**src/rtl/pipe_pkg.sv**
```systemverilog
// Shared PIPE Rx definitions: sync-header codes, block layout and FSM states.
// Imported by the block FIFO and the Rx block serializer.
package pipe_pkg;

  localparam logic [1:0] SYNC_HDR_DATA = 2'b10;
  localparam logic [1:0] SYNC_HDR_OS   = 2'b01;

  localparam int BLOCK_BYTES     = 16;
  localparam int WORDS_PER_BLOCK = 4;

  typedef struct packed {
    logic [1:0]   hdr;
    logic [127:0] data;
  } pipe_block_t;

  typedef enum logic {
    ST_IDLE,
    ST_SEND
  } ser_state_e;

  function automatic logic hdr_invalid(input logic [1:0] h);
    return (h != SYNC_HDR_DATA) && (h != SYNC_HDR_OS);
  endfunction

endpackage

```
**src/rtl/pipe_block_fifo.sv**
```systemverilog
// Synchronous FIFO of 130-bit blocks with full/empty/level status.
// Pointers carry one extra MSB so full and empty are distinguishable.
module pipe_block_fifo
  import pipe_pkg::*;
#(
  parameter int DEPTH = 4
) (
  input  logic                   clk,
  input  logic                   reset,
  input  logic                   push,
  input  logic                   pop,
  input  pipe_block_t            wdata,
  output pipe_block_t            rdata,
  output logic                   full,
  output logic                   empty,
  output logic [$clog2(DEPTH):0] level
);

  localparam int AW = $clog2(DEPTH);

  pipe_block_t     mem_q [DEPTH];
  logic [AW:0]     wptr_q, wptr_d;
  logic [AW:0]     rptr_q, rptr_d;
  logic            do_push;
  logic            do_pop;

  assign empty   = (wptr_q == rptr_q);
  assign full    = (wptr_q[AW] != rptr_q[AW]) &&
                   (wptr_q[AW-1:0] == rptr_q[AW-1:0]);
  assign level   = wptr_q - rptr_q;
  assign rdata   = mem_q[rptr_q[AW-1:0]];

  assign do_push = push && !full;
  assign do_pop  = pop && !empty;

  always_comb begin
    wptr_d = wptr_q;
    rptr_d = rptr_q;
    if (do_push) wptr_d = wptr_q + 1'b1;
    if (do_pop)  rptr_d = rptr_q + 1'b1;
  end

  always_ff @(posedge clk) begin
    if (reset) begin
      wptr_q <= '0;
      rptr_q <= '0;
    end else begin
      wptr_q <= wptr_d;
      rptr_q <= rptr_d;
    end
  end

  // Storage is not reset; pointers alone define what is valid.
  always_ff @(posedge clk) begin
    if (do_push) mem_q[wptr_q[AW-1:0]] <= wdata;
  end

endmodule

```
**src/rtl/pipe_rx_block_serializer.sv**
```systemverilog
// Buffers 128b/130b blocks and serialises them onto the 32-bit PIPE Rx path.
// Define PIPE_RX_SYNC_HDR_CHECK_EN to add the sticky hdr_err output.
module pipe_rx_block_serializer
  import pipe_pkg::*;
#(
  parameter int DEPTH  = 4,
  parameter int DATA_W = 32
) (
  input  logic                   clk,
  input  logic                   reset,
  input  logic                   blk_valid,
  output logic                   blk_ready,
  input  logic [1:0]             blk_sync_hdr,
  input  logic [127:0]           blk_data,
  input  logic                   rx_enable,
  output logic [DATA_W-1:0]      RxData,
  output logic [3:0]             RxDataK,
  output logic                   RxValid,
  output logic                   RxStartBlock,
  output logic [3:0]             RxSyncHeader,
`ifdef PIPE_RX_SYNC_HDR_CHECK_EN
  output logic                   hdr_err,
`endif
  output logic [$clog2(DEPTH):0] fifo_level
);

  localparam int LW = $clog2(DEPTH) + 1;

  pipe_block_t       wr_blk;
  pipe_block_t       head;
  logic              full;
  logic              empty;
  logic              push;
  logic              pop;
  logic              emit;
  logic [LW-1:0]     level;

  ser_state_e        state_q;
  logic [1:0]        wcnt_q;
  logic [DATA_W-1:0] rx_data_q;
  logic              rx_valid_q;
  logic              rx_start_q;
  logic [3:0]        rx_sync_q;

  assign blk_ready = !full && !reset;
  assign push      = blk_valid && blk_ready;
  assign wr_blk    = '{hdr: blk_sync_hdr, data: blk_data};

  // Word 0 is emitted straight out of IDLE so a fresh block costs no bubble.
  assign emit = !empty && rx_enable;
  assign pop  = emit && (wcnt_q == 2'd3);

  pipe_block_fifo #(
    .DEPTH (DEPTH)
  ) u_fifo (
    .clk   (clk),
    .reset (reset),
    .push  (push),
    .pop   (pop),
    .wdata (wr_blk),
    .rdata (head),
    .full  (full),
    .empty (empty),
    .level (level)
  );

  always_ff @(posedge clk) begin
    if (reset) begin
      state_q    <= ST_IDLE;
      wcnt_q     <= '0;
      rx_data_q  <= '0;
      rx_valid_q <= 1'b0;
      rx_start_q <= 1'b0;
      rx_sync_q  <= '0;
    end else begin
      rx_valid_q <= emit;
      rx_start_q <= emit && (wcnt_q == 2'd0);
      if (emit) begin
        rx_data_q <= head.data[DATA_W*int'(wcnt_q) +: DATA_W];
        wcnt_q    <= wcnt_q + 2'd1;
        if (wcnt_q == 2'd0) rx_sync_q <= {2'b00, head.hdr};
      end
      unique case (state_q)
        ST_IDLE: if (emit) state_q <= ST_SEND;
        ST_SEND: begin
          if (pop && (level == LW'(1)) && !push)
            state_q <= ST_IDLE;
        end
        default: state_q <= ST_IDLE;
      endcase
    end
  end

`ifdef PIPE_RX_SYNC_HDR_CHECK_EN
  logic hdr_err_q;

  always_ff @(posedge clk) begin
    if (reset)
      hdr_err_q <= 1'b0;
    else if (push && hdr_invalid(blk_sync_hdr))
      hdr_err_q <= 1'b1;
  end

  assign hdr_err = hdr_err_q;
`endif

  assign RxData       = rx_data_q;
  assign RxDataK      = 4'b0000;
  assign RxValid      = rx_valid_q;
  assign RxStartBlock = rx_start_q;
  assign RxSyncHeader = rx_sync_q;
  assign fifo_level   = level;

endmodule
```
**config.mk**
```make
export PLATFORM = sky130hd
export DESIGN_NAME = pipe_rx_block_serializer
export DESIGN_NICKNAME = d
export VERILOG_FILES = /design/src/rtl/pipe_pkg.sv /design/src/rtl/pipe_block_fifo.sv /design/src/rtl/pipe_rx_block_serializer.sv
export SDC_FILE = /design/constraint.sdc
export NUM_CORES = 1
export LEC_CHECK = 0
export BUFFER_PORTS_ARGS = -buffer_cell sky130_fd_sc_hd__buf_2
export CORE_MARGIN = 3
export CORE_UTILIZATION = 64
export CTS_CLUSTER_SIZE = 30
export DETAILED_ROUTE_END_ITERATION = 16
export PLACE_DENSITY = 0.85
export SYNTH_ARGS = -nofsm -noshare
export SYNTH_HDL_FRONTEND = slang
export SYNTH_SLANG_ARGS = --single-unit
```
**constraint.sdc**
```tcl
create_clock -name clk -period 9.8 [get_ports clk]
set_input_delay 0.98 -clock clk [delete_from_list [all_inputs] [get_ports clk]]
set_output_delay 0.98 -clock clk [all_outputs]
set_load 0.01 [all_outputs]
```
[After elaboration in Yosys (flattened, before gate mapping)]
Memory sizes are Yosys's and may differ from the RTL's. A register that Yosys moved wholly into a read port is not among the register bits.
Index checks and enable logic that the tools add are counted.
Storage, ports and cells
  register bits: 44
  RAM bits: 520
  input port bits: 134
  output and inout port bits: 46
  logic and storage cells: 34
  memories: 1
Cells by class
  add/sub/neg operators: 4
  equality and inequality tests: 4
  shift-type cells: 1
  mux-type cells: 4
  reduce and logical (&&, ||, !) cells: 13
Memory list
  u_fifo.mem_q: words 4, width 130, read ports 1, clocked after Yosys merged registers in 1, write ports 1, line pipe_block_fifo.sv:21  | pipe_block_t mem_q [DEPTH];
Operators by type and width (number)
  variable part select 128 x 8 -> 32 bit: 1
  logical AND 1 bit: 8
  adder 3 x 1 -> 3 bit, second input constant: 2
  2-to-1 mux 2 bit: 2
  == test 3 bit: 1
  zero test 1 bit: 3
  subtractor 3 bit: 1
  adder 2 x 1 -> 2 bit, second input constant: 1
  == test 2 bit: 1
  == test 2 bit, second input constant: 1
  zero test 2 bit: 1
  2-to-1 mux 1 bit: 2
  AND reduction 2 bit: 1
  != test 1 bit: 1

[Logic depth before layout (Yosys ltp)]
Gate-level depths: netlist of the first run.
  depth after elaboration: 8
  mapped depth: 8
  gate-level depth less buffers: 6

[By module]
Synthesis of the first run repeated with hierarchy kept, for this count alone.
Unflattened totals
  cell total of the unflattened synthesis: 964
  area total of the unflattened synthesis: 21479.4 um2
Modules (own cells, without submodules)
  pipe_block_fifo: times used 1, cells an instance 746, area each 19288.5 um2, seq. area each 15775.1 um2
  pipe_rx_block_serializer: times used 1, cells an instance 218, area each 2190.9 um2, seq. area each 760.7 um2

[Least setup slack after synthesis of the first run]
Ideal clock, no wire load.
  path kind: input to register
  from: in blk_valid
  to: mem u_fifo.mem_q[3][0] in the netlist's numbering, enable pin
  library setup time: 0.506 ns
  arrival time: 4.642 ns
  data required time: 9.294 ns
  slack: 4.652 ns
  stages on the path: 3
  buffers on the path: 0
  cells stage by stage: inv_1 a311oi_1 and2_1
On the way
  cells in the longest elaborated chain, start to end: 4
RTL lines
  start, declared: line pipe_rx_block_serializer.sv:11  | input logic blk_valid,
  logical AND 1 bit: line pipe_rx_block_serializer.sv:46  | assign push = blk_valid && blk_ready;
  logical AND 1 bit: line pipe_block_fifo.sv:33  | assign do_push = push && !full;
  2-to-1 mux 1 bit: line pipe_block_fifo.sv:55  | if (do_push) mem_q[wptr_q[AW-1:0]] <= wdata;
  2-to-1 mux 1 bit (implied by the code): line pipe_block_fifo.sv:55
  end, declared: line pipe_block_fifo.sv:21
Every way passes these cells.

[Worst setup path after layout of the first run]
  from: reg u_fifo.wptr_q[0]
  to: mem u_fifo.mem_q[1][94] in the netlist's numbering, enable pin
On the way
  cells in the longest elaborated chain, start to end: 8
RTL lines
  start, declared: line pipe_block_fifo.sv:22  | logic [AW:0] wptr_q, wptr_d;
  start signal, assigned: line pipe_block_fifo.sv:48  | wptr_q <= wptr_d;
  == test 2 bit: line pipe_block_fifo.sv:29  | (wptr_q[AW-1:0] == rptr_q[AW-1:0]);
  logical AND 1 bit: line pipe_block_fifo.sv:28  | assign full = (wptr_q[AW] != rptr_q[AW]) &&
  zero test 1 bit: line pipe_block_fifo.sv:33, pipe_rx_block_serializer.sv:45
  logical AND 1 bit: line pipe_rx_block_serializer.sv:45  | assign blk_ready = !full && !reset;
  logical AND 1 bit: line pipe_rx_block_serializer.sv:46
  logical AND 1 bit: line pipe_block_fifo.sv:33
  2-to-1 mux 1 bit: line pipe_block_fifo.sv:55
  2-to-1 mux 1 bit (implied by the code): line pipe_block_fifo.sv:55
Parallel ways exist; a longest one is shown, timed or not.

==> results.md, run 1 <==
* DIE AREA at 0.0355 mm2
* Share of cells above drive strength 1 at 32.0%
* Flops & latches, synth at 566
* Final antenna-violating net count at 0
* Drt pass-1 iters at 5
* Gr ovfl total at 0
* Yosys top cell area share at 73.2%
* CP bufs+invs at 2
* Crit end category: register
* Seq/Total Area, Yosys at 77.5%
* Slew @ Worst Pin at 1120 ps
* Leakage power at 0.00833 uW
* Worst hold start: RxData[24]
* Max-cap violations at 0
* Area leader, netlist: edfxtp_1
* Initial DRC count at 1497
* RSZ-0062 raised after global routing: no
* Max Slew Vio Count at 0
* DR vias/cell at 6.47
* Cell area after synthesis at 0.0213 mm2
* CP Launch Point: u_fifo.wptr_q[0]
* Max transition margin at 24.8%
* DP Worst Slack at 5580 ps
* I/O pins at 180
* Cell Rows at 66
* Post-layout min period at 4210 ps
* Critical Path AT at 4390 ps
* Type of origin of the critical path: register
* Die extent in x at 189 um
* Fin util at 74.2%
* Outcome: completed
* Avg Cell Area, Syn at 20.5 um2
* Number of buffers created by CTS at 53
* Tightest hold margin at 457 ps
* # H-tree levels at 2
* Synth warnings at 0
* Worst R2R Start: u_fifo.wptr_q[0]
* WP data required at 9980 ps
* Commonest non-fill, non-tap cell in the layout: edfxtp_1
* First-pass GRT wire length at 72000 um
* Final wirelength at 48100 um
* Number of antenna violations at the first check in global routing at 16
* Sink Count at 566
* Synth unique cells at 28
* CTS resizes at 0
* Routed len/inst at 28.0 um
* Vias at 11100
* Maximum clock insertion buffer count at 3
* Cell family with most CP delay: buffers and inverters
* Worst-path cell chain: inv_1 -> ha_1 -> a311oi_1 -> and2_4 -> buf_4
* Worst-path maximum fanout at 70
* Final setup fails at 0
* Fillcell total at 1739
* CTS tree: yes
* Class of the most critical setup path: register to register
* VDD IR-drop max at 168 uV
* Final setup TNS at 0 ps
* Vias in the first global route at 11400
* Starting density of the core at 65.2%
* Setup WS post-layout at 5590 ps
* Delay of the slowest critical-path stage at 960 ps
* Period utilization at 42.9%
* Remaining DRCs at 0
* PortBufs at 173
* Hold bufs inserted after CTS at 0
* CTS Root Cell: clkbuf_16
* Core ar. at 0.0327 mm2
* Fin. Hold Viols at 0
* Post-CTS setup buffers at 0
* Nets at 1368
* Reg clk slew, reported paths at 60 ps
* Largest net degree at the start of global routing at 72
* Worst-case clock skew at 13.3 ps
* Post-DP HPWL at 26200 um
* Die Span Y at 189 um
* Critical path's slowest cell: a311oi_1
* Largest cells by area after synthesis: edfxtp_1 73%, mux4_2 14%, dfxtp_1 4.3%
* Clk_lat worst skew at 570 ps
* Gate Count Post-Synth at 1039
* Placer Congestion at 0.793
* FMAX at 238 MHz
* Min-Delay Path Class: register to register
* GRT Overall Usage at 27.3%
* PwrDens at 205 mW/mm2
* Most frequent cells in the layout: 520 x edfxtp_1, 173 x buf_2, 131 x nand2_1
* Layout area overhead at 13.8%
layer usage:
layer	share of wire, %	global-route usage (%)
met1	37	38.5
met3	10	7.50
met5	0.29	0
met4	3.1	8.62
met2	49	42.9
sequential cells by signal (all words and copies together) (netlist names), named ones only:
register and cells:
u_fifo.mem_q 520, RxData 32, u_fifo.rptr_q 3, u_fifo.wptr_q 3
RxSyncHeader 2, wcnt_q 2, RxStartBlock 1, RxValid 1
final timing paths:
check	endpoint	slack [ps]	cells past startpoint
worst max-delay path	u_fifo.mem_q[1][94]	5590	5
worst min-delay path	RxData[24]	460	1
worst max register to register	u_fifo.mem_q[1][94]	5590	5
worst min register to register	RxData[24]	460	1
metrics by stage:
stage,power [uW],area [um2],cells
6_report,4960,24300,1718
4_1_cts,4980,24200,1709
3_5_place_dp,3010,22500,1611
5_1_grt,5090,24300,1714
3_3_place_gp,3000,22500,1611
2_1_floorplan,2900,21300,1044
power by group:
| part | leakage [uW] | switching [uW] | internal [uW] |
|---|---|---|---|
| logic | 0.00241 | 158 | 80.4 |
| registers | 0.00510 | 24.7 | 2710 |
| clock network | 0.000821 | 856 | 1130 |
| total | 0.00833 | 1040 | 3930 |
area by class of cell:
| cell class | instances | area (um2) | share of cell area, % |
|---|---|---|---|
| Antenna cell | 9 | 22.5 | 0.0928 |
| Clock buffer | 69 | 1470 | 6.05 |
| Clock inverter | 29 | 228 | 0.938 |
| Inverter | 9 | 33.8 | 0.139 |
| Multi-Input combinational cell | 409 | 4460 | 18.4 |
| Sequential cell | 566 | 16500 | 68.2 |
| Tap cell | 442 | 553 | 2.28 |
| Timing Repair Buffer | 185 | 956 | 3.94 |
cell families after synthesis:
family | after synthesis | synth area share [%]
flip-flops | 566 | 77.5
buffers and inverters | 69 | 1.74
XOR/XNOR | 6 | 0.282
AND/OR/NAND/NOR | 147 | 2.67
adder cells (fa/ha/maj) | 10 | 0.622
AO/OA/AOI/OAI | 105 | 3.16
other | 1 | 0.0176
multiplexers | 135 | 14.0
synth_stat cells:
library cell,number
a211o_1,32
a21oi_1,64
a311oi_1,1
a31oi_1,1
and2_1,5
and2_4,1
buf_1,15
buf_2,5
buf_4,12
buf_6,8
clkbuf_1,20
conb_1,1
dfxtp_1,46
edfxtp_1,520
fa_1,1
ha_1,9
inv_1,9
mux2i_1,5
mux4_2,130
nand2_1,131
nor2_1,10
o2111ai_1,3
o211ai_1,2
o21ai_2,1
o31ai_1,1
xnor2_1,2
xor2_1,3
xor2_2,1
Power figures use the tool's default switching activity.
==> run 2: changes to the inputs <==
CORE_UTILIZATION = 53   (was 64)
PLACE_DENSITY = 0.75   (was 0.85)
clock period = 3.7 ns   (was 9.8 ns; I/O delays follow)
==> results.md, run 2 (same netlist as run 1, synthesis figures left out) <==
* Outcome: completed
* R2R depth at 6 (+1)
* Most frequent cells in the layout: 520 x edfxtp_1, 173 x buf_2, 131 x nand2_1
* DIE AREA at 0.0427 mm2 (+20%)
* RSZ-0062 raised after global routing: no
* GRT Overall Usage at 22.1% (-5.2 points)
* Routed len/inst at 24.7 um (-12%)
* Class of the most critical setup path: register to register
* CTS tree: yes
* Max transition margin at 50.6% (+26 points)
* Die Span Y at 207 um (+9.6%)
* Crit end category: register
* PwrDens at 530 mW/mm2 (+160%)
* Type of origin of the critical path: register
* I/O pins at 180 (unchanged)
* Clk_lat worst skew at 580 ps (about the same)
* Max Slew Vio Count at 0 (unchanged)
* Starting density of the core at 54.4% (-11 points)
* Hold Crit Endpoint: u_fifo.mem_q[3][126]
* Slew @ Worst Pin at 740 ps (-380 ps)
* Cell Rows at 72 (+9.1%)
* Final wirelength at 46500 um (-3.4%)
* Post-CTS setup buffers at 0 (unchanged)
* Remaining DRCs at 0 (unchanged)
* End of the worst register-to-register path: u_fifo.mem_q[3][94]
* Final setup fails at 0 (unchanged)
* Placer Congestion at 0.782 (-1.3%)
* Worst-path maximum fanout at 28 (-60%)
* Initial DRC count at 1248 (-17%)
* WP data required at 3940 ps (-6040 ps)
* Critical Path AT at 2850 ps (-1540 ps)
* DR vias/cell at 5.81 (-10%)
* # H-tree levels at 2 (unchanged)
* Vias at 10900 (-1.7%)
* Vias in the first global route at 11200 (-1.7%)
* CTS Root Cell: clkbuf_16
* Met1 WL at 19600 um (+10%)
* Post-layout min period at 2620 ps (-1590 ps)
* Number of antenna violations at the first check in global routing at 7 (-9)
* Sink Count at 566 (unchanged)
* Fin. Hold Viols at 0 (unchanged)
* Tightest hold margin at 21.4 ps (-436 ps)
* FF+latch area at 0.0165 mm2 (unchanged)
* Max-cap violations at 0 (unchanged)
* Setup WS post-layout at 1080 ps (-4510 ps)
* Reg2reg setup slack at 1080 ps (-4510 ps)
* FMAX at 382 MHz (+61%)
* Core ar. at 0.0392 mm2 (+20%)
* Leakage power at 0.00885 uW (+6.2%)
* DP Worst Slack at 1080 ps (-4500 ps)
* Post-DP HPWL at 28900 um (+10%)
* Reg clk slew, reported paths at 60 ps (about the same)
* Max FFs per register at 520 (unchanged)
* WL met2 at 22200 um (-6.2%)
* Nets at 1461 (+6.8%)
* Maximum clock insertion buffer count at 3 (unchanged)
* Worst hold start: blk_data[126]
* Layout area overhead at 19.7%
* Final setup TNS at 0 ps (unchanged)
* Gr ovfl total at 0 (unchanged)
* Largest net degree at the start of global routing at 58 (-19%)
* Hold depth at 1 (unchanged)
* Multi-input logic area at 0.00447 mm2 (+0.25%)
* Routed wire length on met3 at 3630 um (-28%)
* Drt pass-1 iters at 5 (unchanged)
* Commonest non-fill, non-tap cell in the layout: edfxtp_1
* Period utilization at 70.7% (+28 points)
* Final antenna-violating net count at 0 (unchanged)
* Die extent in x at 207 um (+9.6%)
* Top sig layer: met5
* Fillcell total at 2541 (+46%)
* VDD IR-drop max at 321 uV (+91%)
* Min-Delay Path Class: primary input to register
* Worst-case clock skew at 11.7 ps (-1.65 ps)
* Worst R2R Start: u_fifo.wptr_q[0]
* Number of buffers created by CTS at 54 (+1.9%)
* First-pass GRT wire length at 69800 um (-3.1%)
* PortBufs at 173 (unchanged)
* Share of cells above drive strength 1 at 31.4% (-0.65 points)
run 2: cell types whose count changed in the layout (fill, tap and decap cells not counted), moves of 3 or more:
cell	previous run	this run
buf_4	12	17
buf_12	0	13
clkinv_1	10	6
clkinvlp_4	5	2
dlygate4sd3_1	0	74
diode_2	9	4
bufinv_16	3	7
run 2: area by class of cell:
| class | instances | area share [%] |
|---|---|---|
| antenna | 4 | 0.0392 |
| clock buffer | 72 | 5.93 |
| clock inverter | 27 | 1.22 |
| inverter | 9 | 0.132 |
| multi-input combinational | 409 | 17.5 |
| sequential | 566 | 64.8 |
| tap | 518 | 2.54 |
| timing repair buffer | 277 | 7.81 |
run 2: metrics by stage:
step	instances	util (%)	area [um2]	total power, uW
2_1_floorplan	1044	-	21300	7680
3_3_place_gp	1705	58.6	22900	7980
3_5_place_dp	1705	58.6	22900	8000
4_1_cts	1878	65.1	25500	13600
5_1_grt	1881	65.1	25500	13900
6_report	1882	65.1	25500	13500
run 2: worst max-delay path, stage by stage, from the launching register on:
cell      delay, ps
dfxtp_1         410
inv_1           120
ha_1            350
a311oi_1        280
buf_4           210
and2_4          480
buf_4           420
run 2: how the worst max path moves through the flow:
stage	from	to	slack, ps
after floorplan	u_fifo.wptr_q[0]	u_fifo.mem_q[3][0]	180
after global placement	u_fifo.wptr_q[0]	u_fifo.mem_q[3][92]	1150
after detailed placement	u_fifo.wptr_q[0]	u_fifo.mem_q[3][94]	1080
after CTS	u_fifo.wptr_q[0]	u_fifo.mem_q[3][99]	1060
after global routing	u_fifo.wptr_q[0]	u_fifo.mem_q[3][94]	900
final	u_fifo.wptr_q[0]	u_fifo.mem_q[3][94]	1080
run 2: metal layers:
layer	vias to the layer above	global-route usage, %
met2	495	33.8
met5	-	0
met3	76	4.14
met1	5590	33.5
li1	4761	-
met4	8	6.04
run 2: timing repair:
| item | CTS | global route |
|---|---|---|
| endpoints found under the hold margin | 280 | 0 |
| gates resized for setup | 0 | 0 |
| hold buffers | 74 | 0 |
run 2: power by group:
group | leakage, uW | switching, uW | internal [uW] | total (uW)
sequential | 0.00510 | 70.7 | 7180 | 7250
clock | 0.000894 | 2240 | 3350 | 5590
combinational | 0.00286 | 415 | 280 | 695
total | 0.00885 | 2730 | 10800 | 13500
